### src/rtl/btc_tile_sched_pkg.sv
// btc_sched_pkg: shared types for the bTensorCore tile scheduler.
//   - sched_state_e : scheduler FSM states
//   - CORE_LAT_DEF  : default core latency (activation_update -> result_out valid)
//   - strobe_t      : bundle of the per-cycle strobes sent to the core
package btc_sched_pkg;

  typedef enum logic [2:0] {
    ST_IDLE = 3'd0,
    ST_LDW  = 3'd1,
    ST_LDA  = 3'd2,
    ST_WAIT = 3'd3,
    ST_OUT  = 3'd4
  } sched_state_e;

  localparam int CORE_LAT_DEF = 3;

  typedef struct packed {
    logic weight_update;
    logic activation_update;
    logic psum_update;
    logic psum_zero;
  } strobe_t;

endpackage

### src/rtl/btc_tile_sched_if.sv
// btc_tile_sched_if: handshake and strobe bundle between the tile scheduler,
// the weight/activation tile buffers, the core and the result consumer.
//   master : scheduler side (drives readies, strobes, res_valid/res_last)
//   slave  : environment side (drives w_valid, a_valid, res_ready)
interface btc_tile_sched_if;

  logic w_valid;
  logic w_ready;
  logic a_valid;
  logic a_ready;
  logic weight_update;
  logic activation_update;
  logic psum_update;
  logic psum_zero;
  logic res_valid;
  logic res_ready;
  logic res_last;

  modport master (
    input  w_valid, a_valid, res_ready,
    output w_ready, a_ready, weight_update, activation_update,
           psum_update, psum_zero, res_valid, res_last
  );

  modport slave (
    output w_valid, a_valid, res_ready,
    input  w_ready, a_ready, weight_update, activation_update,
           psum_update, psum_zero, res_valid, res_last
  );

endinterface

### src/rtl/btc_lat_timer.sv
// btc_lat_timer: loadable down-counter with a terminal-count (zero) flag.
// Used by the scheduler to time the core latency in WAIT.
//   clk, rst  : clock, asynchronous active-high reset
//   load      : load load_val (has priority over dec)
//   load_val  : value to load
//   dec       : decrement by one; holds at zero
//   zero      : count is zero
module btc_lat_timer #(
  parameter int W = 2
) (
  input  logic         clk,
  input  logic         rst,
  input  logic         load,
  input  logic [W-1:0] load_val,
  input  logic         dec,
  output logic         zero
);

  logic [W-1:0] cnt_q, cnt_d;

  always_comb begin
    cnt_d = cnt_q;
    if (load) begin
      cnt_d = load_val;
    end else if (dec && (cnt_q != '0)) begin
      cnt_d = cnt_q - W'(1);
    end
  end

  always_ff @(posedge clk or posedge rst) begin
    if (rst) begin
      cnt_q <= '0;
    end else begin
      cnt_q <= cnt_d;
    end
  end

  assign zero = (cnt_q == '0);

endmodule

### src/rtl/btc_tile_sched.sv
// btc_tile_sched: N x K tile-loop scheduler for the four-octet bTensorCore.
// Pulls weight and activation tiles over valid/ready, strobes the core and
// hands each finished N-tile result downstream. Control only, no data path.
//
// Ports
//   clk, rst          : clock, asynchronous active-high reset
//   start             : launch a job (sampled only in IDLE)
//   cfg_k_tiles       : K tiles per output tile (0 treated as 1)
//   cfg_n_tiles       : output tiles per job (0 treated as 1)
//   bus (master)      : w/a/res handshakes and core strobes, see btc_tile_sched_if
//   k_idx, n_idx      : current K / N tile index
//   busy              : state is not IDLE
//   done              : one-cycle pulse at job completion
//   perf_busy_cyc     : (SCHED_PERF_CNT_EN) cycles with busy=1, saturating
//   perf_stall_cyc    : (SCHED_PERF_CNT_EN) cycles waiting on w_valid/a_valid/res_ready
//
// Build option: define SCHED_PERF_CNT_EN to add the two perf counter outputs.
//
// State table
//   state | meaning
//   IDLE  | waiting for start
//   LDW   | w_ready=1, waiting for a weight tile
//   LDA   | a_ready=1, waiting for an activation tile
//   WAIT  | core latency countdown after activation_update
//   OUT   | res_valid=1, waiting for res_ready
module btc_tile_sched
  import btc_sched_pkg::*;
#(
  parameter int K_W      = 8,
  parameter int N_W      = 8,
  parameter int CORE_LAT = CORE_LAT_DEF
) (
  input  logic              clk,
  input  logic              rst,
  input  logic              start,
  input  logic [K_W-1:0]    cfg_k_tiles,
  input  logic [N_W-1:0]    cfg_n_tiles,
  btc_tile_sched_if.master  bus,
  output logic [K_W-1:0]    k_idx,
  output logic [N_W-1:0]    n_idx,
  output logic              busy,
  output logic              done
`ifdef SCHED_PERF_CNT_EN
  ,
  output logic [31:0]       perf_busy_cyc,
  output logic [31:0]       perf_stall_cyc
`endif
);

  // Timer holds CORE_LAT-1; WAIT lasts exactly CORE_LAT cycles.
  localparam int TMR_W = (CORE_LAT > 1) ? $clog2(CORE_LAT) : 1;
  localparam logic [TMR_W-1:0] TMR_LOAD = TMR_W'(CORE_LAT - 1);

  sched_state_e   state_q, state_d;
  logic [K_W-1:0] k_last_q, k_last_d;
  logic [N_W-1:0] n_last_q, n_last_d;
  logic [K_W-1:0] k_idx_q, k_idx_d;
  logic [N_W-1:0] n_idx_q, n_idx_d;
  logic           w_ready_q, w_ready_d;
  logic           a_ready_q, a_ready_d;
  logic           res_valid_q, res_valid_d;
  logic           res_last_q, res_last_d;
  logic           busy_q, busy_d;
  logic           done_q, done_d;
  strobe_t        strb_q, strb_d;

  logic tmr_load, tmr_dec, tmr_zero;
  logic w_fire, a_fire, res_fire, start_acc;

  assign w_fire    = bus.w_valid & w_ready_q;
  assign a_fire    = bus.a_valid & a_ready_q;
  assign res_fire  = res_valid_q & bus.res_ready;
  assign start_acc = (state_q == ST_IDLE) & start;

  btc_lat_timer #(.W(TMR_W)) u_lat_timer (
    .clk      (clk),
    .rst      (rst),
    .load     (tmr_load),
    .load_val (TMR_LOAD),
    .dec      (tmr_dec),
    .zero     (tmr_zero)
  );

  always_comb begin
    state_d     = state_q;
    k_last_d    = k_last_q;
    n_last_d    = n_last_q;
    k_idx_d     = k_idx_q;
    n_idx_d     = n_idx_q;
    w_ready_d   = w_ready_q;
    a_ready_d   = a_ready_q;
    res_valid_d = res_valid_q;
    res_last_d  = res_last_q;
    busy_d      = busy_q;
    done_d      = 1'b0;
    strb_d      = '0;
    tmr_load    = 1'b0;
    tmr_dec     = 1'b0;

    case (state_q)
      ST_IDLE: begin
        if (start) begin
          // Store last index rather than count so 0 and 1 both mean one tile.
          k_last_d  = (cfg_k_tiles == '0) ? '0 : cfg_k_tiles - K_W'(1);
          n_last_d  = (cfg_n_tiles == '0) ? '0 : cfg_n_tiles - N_W'(1);
          k_idx_d   = '0;
          n_idx_d   = '0;
          w_ready_d = 1'b1;
          busy_d    = 1'b1;
          state_d   = ST_LDW;
        end
      end
      ST_LDW: begin
        if (w_fire) begin
          w_ready_d            = 1'b0;
          a_ready_d            = 1'b1;
          strb_d.weight_update = 1'b1;
          state_d              = ST_LDA;
        end
      end
      ST_LDA: begin
        if (a_fire) begin
          a_ready_d                = 1'b0;
          tmr_load                 = 1'b1;
          strb_d.activation_update = 1'b1;
          strb_d.psum_update       = 1'b1;
          strb_d.psum_zero         = (k_idx_q == '0);
          state_d                  = ST_WAIT;
        end
      end
      ST_WAIT: begin
        tmr_dec = 1'b1;
        if (tmr_zero) begin
          if (k_idx_q != k_last_q) begin
            k_idx_d   = k_idx_q + K_W'(1);
            w_ready_d = 1'b1;
            state_d   = ST_LDW;
          end else begin
            res_valid_d = 1'b1;
            res_last_d  = (n_idx_q == n_last_q);
            state_d     = ST_OUT;
          end
        end
      end
      ST_OUT: begin
        if (res_fire) begin
          res_valid_d = 1'b0;
          res_last_d  = 1'b0;
          if (n_idx_q != n_last_q) begin
            k_idx_d   = '0;
            n_idx_d   = n_idx_q + N_W'(1);
            w_ready_d = 1'b1;
            state_d   = ST_LDW;
          end else begin
            busy_d  = 1'b0;
            done_d  = 1'b1;
            state_d = ST_IDLE;
          end
        end
      end
      default: begin
        state_d     = ST_IDLE;
        w_ready_d   = 1'b0;
        a_ready_d   = 1'b0;
        res_valid_d = 1'b0;
        res_last_d  = 1'b0;
        busy_d      = 1'b0;
      end
    endcase
  end

  always_ff @(posedge clk or posedge rst) begin
    if (rst) begin
      state_q     <= ST_IDLE;
      k_last_q    <= '0;
      n_last_q    <= '0;
      k_idx_q     <= '0;
      n_idx_q     <= '0;
      w_ready_q   <= 1'b0;
      a_ready_q   <= 1'b0;
      res_valid_q <= 1'b0;
      res_last_q  <= 1'b0;
      busy_q      <= 1'b0;
      done_q      <= 1'b0;
      strb_q      <= '0;
    end else begin
      state_q     <= state_d;
      k_last_q    <= k_last_d;
      n_last_q    <= n_last_d;
      k_idx_q     <= k_idx_d;
      n_idx_q     <= n_idx_d;
      w_ready_q   <= w_ready_d;
      a_ready_q   <= a_ready_d;
      res_valid_q <= res_valid_d;
      res_last_q  <= res_last_d;
      busy_q      <= busy_d;
      done_q      <= done_d;
      strb_q      <= strb_d;
    end
  end

  assign bus.w_ready           = w_ready_q;
  assign bus.a_ready           = a_ready_q;
  assign bus.weight_update     = strb_q.weight_update;
  assign bus.activation_update = strb_q.activation_update;
  assign bus.psum_update       = strb_q.psum_update;
  assign bus.psum_zero         = strb_q.psum_zero;
  assign bus.res_valid         = res_valid_q;
  assign bus.res_last          = res_last_q;
  assign k_idx                 = k_idx_q;
  assign n_idx                 = n_idx_q;
  assign busy                  = busy_q;
  assign done                  = done_q;

`ifdef SCHED_PERF_CNT_EN
  logic [31:0] busy_cyc_q, busy_cyc_d;
  logic [31:0] stall_cyc_q, stall_cyc_d;
  logic        stall;

  assign stall = ((state_q == ST_LDW) & ~bus.w_valid) |
                 ((state_q == ST_LDA) & ~bus.a_valid) |
                 ((state_q == ST_OUT) & ~bus.res_ready);

  always_comb begin
    busy_cyc_d  = busy_cyc_q;
    stall_cyc_d = stall_cyc_q;
    if (start_acc) begin
      busy_cyc_d  = '0;
      stall_cyc_d = '0;
    end else begin
      if (busy_q && (busy_cyc_q != '1)) begin
        busy_cyc_d = busy_cyc_q + 32'd1;
      end
      if (stall && (stall_cyc_q != '1)) begin
        stall_cyc_d = stall_cyc_q + 32'd1;
      end
    end
  end

  always_ff @(posedge clk or posedge rst) begin
    if (rst) begin
      busy_cyc_q  <= '0;
      stall_cyc_q <= '0;
    end else begin
      busy_cyc_q  <= busy_cyc_d;
      stall_cyc_q <= stall_cyc_d;
    end
  end

  assign perf_busy_cyc  = busy_cyc_q;
  assign perf_stall_cyc = stall_cyc_q;
`else
  logic unused_start_acc;
  assign unused_start_acc = start_acc;
`endif

endmodule

### src/flat_wrapper.sv
// flat-port wrapper written by rule: the top's interface ports become plain ports
module btc_tile_sched_flat import btc_sched_pkg::*;
#(
  parameter int K_W      = 8,
  parameter int N_W      = 8,
  parameter int CORE_LAT = CORE_LAT_DEF
)
  (clk, rst, start, cfg_k_tiles, cfg_n_tiles, k_idx, n_idx, busy, done, bus_w_valid, bus_a_valid, bus_res_ready, bus_w_ready, bus_a_ready, bus_weight_update, bus_activation_update, bus_psum_update, bus_psum_zero, bus_res_valid, bus_res_last);
  btc_tile_sched_if bus_i ();
  input  logic clk;
  input  logic rst;
  input  logic start;
  input  logic [K_W-1:0] cfg_k_tiles;
  input  logic [N_W-1:0] cfg_n_tiles;
  output logic [K_W-1:0] k_idx;
  output logic [N_W-1:0] n_idx;
  output logic busy;
  output logic done;
  input wire logic [$bits(bus_i.w_valid)-1:0] bus_w_valid;
  input wire logic [$bits(bus_i.a_valid)-1:0] bus_a_valid;
  input wire logic [$bits(bus_i.res_ready)-1:0] bus_res_ready;
  output wire logic [$bits(bus_i.w_ready)-1:0] bus_w_ready;
  output wire logic [$bits(bus_i.a_ready)-1:0] bus_a_ready;
  output wire logic [$bits(bus_i.weight_update)-1:0] bus_weight_update;
  output wire logic [$bits(bus_i.activation_update)-1:0] bus_activation_update;
  output wire logic [$bits(bus_i.psum_update)-1:0] bus_psum_update;
  output wire logic [$bits(bus_i.psum_zero)-1:0] bus_psum_zero;
  output wire logic [$bits(bus_i.res_valid)-1:0] bus_res_valid;
  output wire logic [$bits(bus_i.res_last)-1:0] bus_res_last;
  assign bus_i.w_valid = bus_w_valid;
  assign bus_i.a_valid = bus_a_valid;
  assign bus_i.res_ready = bus_res_ready;
  assign bus_w_ready = bus_i.w_ready;
  assign bus_a_ready = bus_i.a_ready;
  assign bus_weight_update = bus_i.weight_update;
  assign bus_activation_update = bus_i.activation_update;
  assign bus_psum_update = bus_i.psum_update;
  assign bus_psum_zero = bus_i.psum_zero;
  assign bus_res_valid = bus_i.res_valid;
  assign bus_res_last = bus_i.res_last;
  btc_tile_sched #(.K_W(K_W), .N_W(N_W), .CORE_LAT(CORE_LAT)) u_core (.clk(clk), .rst(rst), .start(start), .cfg_k_tiles(cfg_k_tiles), .cfg_n_tiles(cfg_n_tiles), .bus(bus_i), .k_idx(k_idx), .n_idx(n_idx), .busy(busy), .done(done));
endmodule
### config.mk
export PLATFORM = sky130hd
export DESIGN_NAME = btc_tile_sched_flat
export DESIGN_NICKNAME = d
export VERILOG_FILES = /design/src/rtl/btc_tile_sched_pkg.sv /design/src/rtl/btc_tile_sched_if.sv /design/src/rtl/btc_lat_timer.sv /design/src/rtl/btc_tile_sched.sv /design/src/flat_wrapper.sv
export SDC_FILE = /design/constraint.sdc
export NUM_CORES = 1
export LEC_CHECK = 0
export BUFFER_PORTS_ARGS = -buffer_cell sky130_fd_sc_hd__buf_2
export CAP_MARGIN = 0
export CORE_MARGIN = 2
export CORE_UTILIZATION = 29
export CTS_BUF_LIST = sky130_fd_sc_hd__clkbuf_4
export DETAILED_ROUTE_END_ITERATION = 10
export PLACE_DENSITY = 0.49
export SKIP_LAST_GASP = 1
export SLEW_MARGIN = 20
export SYNTH_ARGS = -nofsm -noshare
export SYNTH_HDL_FRONTEND = slang
export SYNTH_SLANG_ARGS = --single-unit
### constraint.sdc
create_clock -name clk -period 3.09 [get_ports clk]
set_input_delay 0.309 -clock clk [delete_from_list [all_inputs] [get_ports clk]]
set_output_delay 0.309 -clock clk [all_outputs]
set_load 0.02 [all_outputs]
==> impl_results.md, run 1 <==
- Status: finished clean
- Port bufs: 47
- Fillers: 1028
- Clk Latency, worst-skew pair: 0.38 ns
- Yosys reg bits: 46
- Max IR drop VDD: 0.1403 mV
- Post-synth top flop: dfrtp_1
- Drt drc: 0
- Crit path largest cell delay: 0.62 ns
- CP max-delay cell: or3_1
- Post-CTS setup buffer count: 0
- Routed length per instance: 14.12 µm
- Relative slew slack: 44.88%
- Unrepaired setup endpoints after global routing: no
- Final GP Congestion: 0.7801
- Pwr Density: 318.9 nW/µm²
- Antenna cells: 0
- Clock tree buffer depth: 2
- Cells after Synth: 307
- CP Class: reg2reg
- I/O Pins: 48
- Gr ovfl total: 0
- Final setup TNS: 0 ns
- Highest clock rate: 459.4 MHz
- Final hold viol count: 0
- Max FO, Critical Path: 11
- Post-Syn Area per Cell: 9.353 µm²
- Core area: 9684 µm²
- Register Area: 1151 µm²
- Via/cell ratio: 4.846
- First-pass GRT wire length: 11850 µm
- Max H-tree Level: 2
- Vias in the first global route: 2315
- Crit end category: register
- Synth cell types: 56
- GR peak layer: met2
- Grt met2 use: 20.10%
- Largest net degree at the start of global routing: 47
- Total GRT Usage: 13.37%
- P_leak: 1.460 nW
- Post-synth ARST share: 100.0%
- Syn Std Cell Area: 2872 µm²
- Initial core utilization: 29.65%
- Multi-input gate area: 1570 µm²
- Area delta synth->final: 14.16%
- CTS clk-pin slew, worst paths: 0.15 ns
- Iter 0 DRT Violations: 97
- CTS Root Cell: clkbuf_4
- Hold buffers post-CTS: 0
- Syn_nets: 337
- Final core occ: 33.85%
- Endpoints failing setup: 0
- Wirelength, routed: 6806 µm
- Worst setup SP type: register
- Site Rows: 36
- Met3 Usage GRT: 2.014%
- Routed Antenna Nets: 0
- Num CTS Buffers: 5
- Drt first pass iters: 4
- # Max-Cap Violations: 0
- Die Span Y: 103.5 µm
- YS warnings: 0
- CTS tree: done
- Worst-margin pin slew: 0.8259 ns
- Arrival time at the worst endpoint: 2.49 ns
- Crit-path cells: xnor2_1 -> nand4_2 -> o21ba_1 -> or3_1 -> a31oi_4
- Vias: 2336
- Num Clock Sinks: 46
- Slew Viols, Final: 0
- Final period util: 70.44%
- Number of flops mapped to enable cells by yosys: 0
- Fraction of the yosys area taken by sequential cells: 40.09%
- Post_cts resized: 0
- Die Area: 10710 µm²
- Minimum clock period: 2.177 ns
- Die W: 103.5 µm
- Final Power: 1.045 mW
- Routing usage on met1: 19.76%
- Fraction of layout cells with a size suffix above 1: 24.07%
- DP Wirelength: 5090 µm
- Required time worst endpoint: 3.40 ns
- Setup Skew: 0.01805 ns
- Nets: 378
- Min-delay worst type: in2async
- Antenna violations before repair: 0
[sequential cells by signal (all words and copies together), names as in the netlist, 2 cells and up]
register                  cells
u_core.k_idx                  8
u_core.k_last_q               8
u_core.n_idx                  8
u_core.n_last_q               8
u_core.state_q                3
u_core.u_lat_timer.cnt_q      2
[power breakdown]
part	internal [mW]	leakage [nW]	total (mW)	switching [mW]
Combinational	0.0217	0.843	0.0575	0.0358
Sequential	0.602	0.580	0.602	0
Clock	0.170	0.0374	0.386	0.216
Total	0.794	1.46	1.05	0.252
[layout make-up]
| type | instances | area share (%) |
|---|---|---|
| Multi-Input combinational cell | 230 | 47.90 |
| Sequential cell | 46 | 35.11 |
| Timing Repair Buffer | 48 | 7.405 |
| Tap cell | 133 | 5.076 |
| Inverter | 17 | 1.985 |
| Clock inverter | 3 | 1.374 |
| Clock buffer | 5 | 1.145 |
[path summary, 6_finish.rpt]
kind	start	endpoint	slack [ns]	cells past startpoint
worst max-delay path	u_core.k_idx[0]	u_core.k_idx[6]	0.91	5
worst min-delay path	rst	u_core.k_last_q[7]	0.04	2
worst max register to register	u_core.k_idx[0]	u_core.k_idx[6]	0.91	5
worst min register to register	u_core.n_last_q[2]	u_core.n_last_q[2]	0.52	2
max in group asynchronous	rst	u_core.n_idx[0]	2.55	2
min in group clk	cfg_n_tiles[0]	u_core.n_last_q[0]	0.14	2
[layer usage]
metal | share of wire [%] | vias to the layer above | wire length, µm
li1 | - | 1170 | -
met1 | 52 | 1105 | 3506
met2 | 44 | 53 | 2981
met3 | 3.3 | 8 | 226
met4 | 1.3 | 0 | 91
met5 | 0 | - | 0
[kinds of logic after synthesis]
family	after synthesis	synth area share (%)
adders and majority gates	8	3.486
buffers and inverters	31	5.228
xor gates and xnor gates	27	9.281
muxes	3	1.176
DFF	46	40.09
and+or+nand+nor	111	20.26
AOI/OAI and AO/OA	81	20.48
[synth_stat cells (all sizes together) (4+ instances only)]
cell	number	area share, %
nor3	8	1.6
o211ai	7	2.0
nor2	13	1.8
xnor2	24	8.4
dfrtp	46	40
ha	8	3.5
a22o	4	1.2
nand3	10	1.7
a21oi	13	2.5
o21ai	33	5.9
nand2	43	5.6
buf	9	2.4
inv	17	2.2
nand4	4	1.3
o311ai	5	1.5
and3	6	1.3
clkbuf	5	0.65
[worst max-delay path: cells and delay by family, from the launching register on]
family | cells | cell delay (ns)
XOR/XNOR | 1 | 0.25
AO/OA/AOI/OAI | 2 | 0.57
AND/OR/NAND/NOR | 2 | 0.80
flip-flops | 1 | 0.48
[per-stage QoR]
| stage | hold WS, ns | cell area (µm²) | instances | setup WS (ns) |
|---|---|---|---|---|
| floorplan | 0.4175 | 2872 | 307 | 1.271 |
| global placement | 0.4937 | 3194 | 474 | 0.9781 |
| detailed placement | 0.5006 | 3194 | 474 | 0.9131 |
| CTS | 0.1432 | 3277 | 482 | 0.9010 |
| global route | 0.07963 | 3278 | 482 | 0.7543 |
| finish | 0.03985 | 3278 | 482 | 0.9133 |
[placed cells by master, fill, tap and decap left out, types with 2 or more instances in the layout]
| master | n |
|---|---|
| buf_2 | 47 |
| dfrtp_1 | 46 |
| nand2_1 | 43 |
| o21ai_0 | 29 |
| xnor2_1 | 20 |
| inv_1 | 16 |
| nor2_1 | 12 |
| a21oi_1 | 11 |
| nand3_1 | 10 |
| ha_1 | 8 |
| nor3_1 | 7 |
| and3_1 | 6 |
| o211ai_1 | 6 |
| o311ai_0 | 5 |
| clkbuf_4 | 5 |
| xnor2_2 | 4 |
| a22o_1 | 4 |
| o21ai_1 | 3 |
| mux2_2 | 3 |
| or3_1 | 3 |
| nor2b_1 | 3 |
| or2_2 | 3 |
| a31oi_4 | 3 |
| a21o_1 | 3 |
| nand2b_1 | 3 |
| xor2_1 | 3 |
| nor4_1 | 3 |
| and4_1 | 2 |
| nand4_1 | 2 |
| nand4_2 | 2 |
| and3b_1 | 2 |
| o21a_1 | 2 |
| a21oi_2 | 2 |
| a211oi_1 | 2 |
| or4_4 | 2 |
| nor4b_1 | 2 |
| clkinvlp_4 | 2 |
Power figures use the tool's default switching activity.
==> run 2: changes to the inputs <==
Settings changed: ABC_AREA set to 1.
Clock period 3.09 ns to 2.2 ns, I/O delays scaled along.
==> run 2 against run 1 <==
Effect of this change:
- synthesized cell count up 21%
- critical endpoint is now u_core.k_idx[7]
- wire length down 4.8%
- core utilization up 0.69 points
- non-clock buffer count up 4
- clock-buffer cell count unchanged
- global-route usage down 0.15 points
- largest power group unchanged
- cell count up 16%
==> impl_results.md, run 2 <==
- Crit-path cells: inv_2 -> nand3_2 -> nor2_1 -> inv_2 -> nand3_4 -> nor2_8 -> nand2_2 -> nand2_1 (was xnor2_1 -> nand4_2 -> o21ba_1 -> or3_1 -> a31oi_4)
- CTS Root Cell: clkbuf_4 (unchanged)
- Multi-input gate area: 1475 µm² (was 1570 µm²)
- Clock tree buffer depth: 2 (unchanged)
- Min-delay worst type: in2reg (was in2async)
- Final cell count without fillers: 561 (was 482)
- Number of flops mapped to enable cells by yosys: 0 (unchanged)
- Minimum clock period: 1.754 ns (was 2.177 ns)
- Post-synth ARST share: 100.0% (unchanged)
- Synth top area cells: dfrtp_1 (41%), nand2_1 (14%), inv_1 (5.3%), nor2_1 (4.8%), xnor2_1 (4.3%) (was dfrtp_1 (40%), xnor2_1 (6.1%), nand2_1 (5.6%), o21ai_0 (5.1%), ha_1 (3.5%))
- Area delta synth->final: 17.22% (was 14.16%)
- Worst-margin pin slew: 0.3092 ns (was 0.8259 ns)
- P_leak: 1.716 nW (was 1.460 nW)
- Most common cell after layout, fill and taps aside: nand2_1 (was buf_2)
- Crit path from: u_core.state_q[2] (was u_core.k_idx[0])
- I/O Pins: 48 (unchanged)
- Drt drc: 0 (unchanged)
- Area leader, netlist: dfrtp_1 (unchanged)
- Final period util: 79.74% (was 70.44%)
- Clk pwr share: 36.2% (was 36.9%)
- Num CTS Buffers: 5 (unchanged)
- Net Sw Frac: 23.43% (was 24.07%)
- Pint: 1.114 mW (was 0.7937 mW)
- Die W: 103.0 µm (was 103.5 µm)
- # Max-Cap Violations: 0 (unchanged)
- Register Area: 1151 µm² (unchanged)
- Max FO, Critical Path: 12 (was 11)
- Required time worst endpoint: 2.46 ns (was 3.40 ns)
- Worst hold start: cfg_k_tiles[0]
- Vias in the first global route: 2215 (was 2315)
- Post-Syn Area per Cell: 7.635 µm² (was 9.353 µm²)
- Largest net degree at the start of global routing: 21 (was 47)
- Most frequent cells in the layout: nand2_1 (105), buf_2 (47), dfrtp_1 (46), inv_1 (39), nor2_1 (36) (was buf_2 (47), dfrtp_1 (46), nand2_1 (43), o21ai_0 (29), xnor2_1 (20))
- Flop pwr share: 58.1% (was 57.6%)
- Antenna violations before repair: 0 (unchanged)
- Crit end category: register (unchanged)
- Gr ovfl total: 0 (unchanged)
- Sw Pwr: 0.3411 mW (was 0.2516 mW)
- YS warnings: 0 (unchanged)
- Total GRT Usage: 13.22% (was 13.37%)
- Cells after Synth: 372 (was 307)
- Final hold viol count: 0 (unchanged)
- Port bufs: 47 (unchanged)
- Iter 0 DRT Violations: 140 (was 97)
- Arrival time at the worst endpoint: 2.02 ns (was 2.49 ns)
- Routed length per instance: 11.55 µm (was 14.12 µm)
- Wirelength, routed: 6482 µm (was 6806 µm)
- Yosys reg bits: 46 (unchanged)
- Post_cts resized: 0 (unchanged)
- CTS clk-pin slew, worst paths: 0.14 ns (was 0.15 ns)
- First-pass GRT wire length: 11100 µm (was 11850 µm)
- R2R Path Start: u_core.state_q[2] (was u_core.k_idx[0])
- Fraction of the yosys area taken by sequential cells: 40.53% (was 40.09%)
- Initial core utilization: 29.47% (was 29.65%)
- CTS tree: done (unchanged)
- Nets: 457 (was 378)
- Die Span Y: 103.0 µm (was 103.5 µm)
- Crit path largest cell delay: 0.47 ns (was 0.62 ns)
- Final setup TNS: 0 ns (unchanged)
- Fillers: 1081 (was 1028)
- DP Wirelength: 5164 µm (was 5090 µm)
- Commonest cells in the netlist: nand2_1 (105), dfrtp_1 (46), inv_1 (40) (was dfrtp_1 (46), nand2_1 (43), o21ai_0 (29))
- Fraction of layout cells with a size suffix above 1: 21.96% (was 24.07%)
- Highest clock rate: 570.1 MHz (was 459.4 MHz)
- Synth cell types: 34 (was 56)
- CP Class: reg2reg (unchanged)
- Drt first pass iters: 4 (unchanged)
- Antenna cells: 0 (unchanged)
- Max IR drop VDD: 0.2040 mV (was 0.1403 mV)
- CP max-delay cell: dfrtp_1 (was or3_1)
- Relative slew slack: 79.38% (was 44.88%)
- Via/cell ratio: 4.333 (was 4.846)
- Placed Instances: 552 (was 474)
- Worst setup SP type: register (unchanged)
- Cell Area, Placed: 3242 µm² (was 3194 µm²)
- Final GP Congestion: 0.7962 (was 0.7801)
- Synth top area share: 40.53% (was 40.09%)
- Most used cell along the critical path: inv_2
- Routed Antenna Nets: 0 (unchanged)
- Die Area: 10600 µm² (was 10710 µm²)
- Final Cell Area: 3329 µm² (was 3278 µm²)
- Setup Skew: 0.005443 ns (was 0.01805 ns)
- Clk Latency, worst-skew pair: 0.36 ns (was 0.38 ns)
- Combinational share of power: 5.7% (was 5.5%)
- R2R Setup Slk: 0.45 ns (was 0.91 ns)
- Unrepaired setup endpoints after global routing: no (unchanged)
- Vias: 2431 (was 2336)
- Core area: 9639 µm² (was 9684 µm²)
- Syn Std Cell Area: 2840 µm² (was 2872 µm²)
- Post-synth top flop: dfrtp_1 (unchanged)
- Pwr Density: 437.1 nW/µm² (was 318.9 nW/µm²)
- Slew Viols, Final: 0 (unchanged)
- Most frequent cell after synthesis: nand2_1 (was dfrtp_1)
- Endpoints failing setup: 0 (unchanged)
- Site Rows: 36 (unchanged)
- Status: finished clean (unchanged)
- Max H-tree Level: 2 (unchanged)
- Syn_nets: 402 (was 337)
- Num Clock Sinks: 46 (unchanged)
## run 2: changes by cell type after synthesis, sizes merged, moves of 8 or more
cell	delta
inv	+32
xnor2	-10
o21bai	+9
nand2	+76
o21ai	-8
nand3	+10
nor2	+26
## run 2: worst max-delay path: cells and delay by family (launching register included)
kind	cells	cell delay, ns
DFF	1	0.47
buffers and inverters	2	0.25
and+or+nand+nor	6	0.93
## run 2: repair_timing
action,4_1_cts,5_1_grt
buffers inserted,0,0
hold endpoints to repair,12,0
hold buffers,1,0
## run 2: power by group through the flow
stage	Sequential (mW)	Combinational, mW	Clock [mW]
floorplan	0.862	0.0433	0
global placement	0.861	0.0844	0
detailed placement	0.861	0.0852	0
CTS	0.846	0.0870	0.538
global route	0.846	0.0968	0.594
finish	0.846	0.0835	0.526
## run 2: logic make-up after synthesis
kind of cell / after synthesis / share of synthesized area (%)
and+or+nand+nor: 192 / 31.06
buffers and inverters: 53 / 7.533
AOI/OAI and AO/OA: 50 / 10.26
DFF: 46 / 40.53
xor gates and xnor gates: 23 / 7.093
adders and majority gates: 8 / 3.524
## run 2: path summary, 6_finish.rpt
path,depth (start not counted),endpoint
worst max-delay path,8,u_core.k_idx[7]
worst min-delay path,2,u_core.k_last_q[0]
worst max register to register,8,u_core.k_idx[7]
worst min register to register,2,u_core.busy
max in group asynchronous,4,u_core.n_idx[2]
min in group asynchronous,3,u_core.n_last_q[0]
## run 2: layout make-up
| cell class | count | area share (%) |
|---|---|---|
| clock buffers | 5 | 1.127 |
| clock inverters | 3 | 1.203 |
| inverters | 49 | 5.524 |
| multi-input cells | 273 | 44.31 |
| flip-flops and latches | 46 | 34.57 |
| well taps | 133 | 4.998 |
| repair buffers | 52 | 8.268 |
## run 2: per-layer routing
| metal | up-vias | wire (µm) | global-route usage [%] |
|---|---|---|---|
| met1 | 1081 | 3199 | 19.35 |
| met2 | 56 | 2884 | 19.73 |
| met5 | - | 0 | 0 |
| met3 | 5 | 334 | 2.712 |
| li1 | 1289 | - | - |
| met4 | 0 | 63 | 3.745 |
## run 2: per-stage QoR
stage,power [mW],setup slack [ns],hold WS [ns],util [%]
2_1_floorplan,0.9049,0.7244,0.3221,-
3_3_place_gp,0.9459,0.4964,0.1915,33.63
3_5_place_dp,0.9467,0.4474,0.1840,33.63
4_1_cts,1.470,0.4372,0.03364,34.54
5_1_grt,1.537,0.2424,0.01702,34.54
6_report,1.455,0.4458,0.04299,34.54
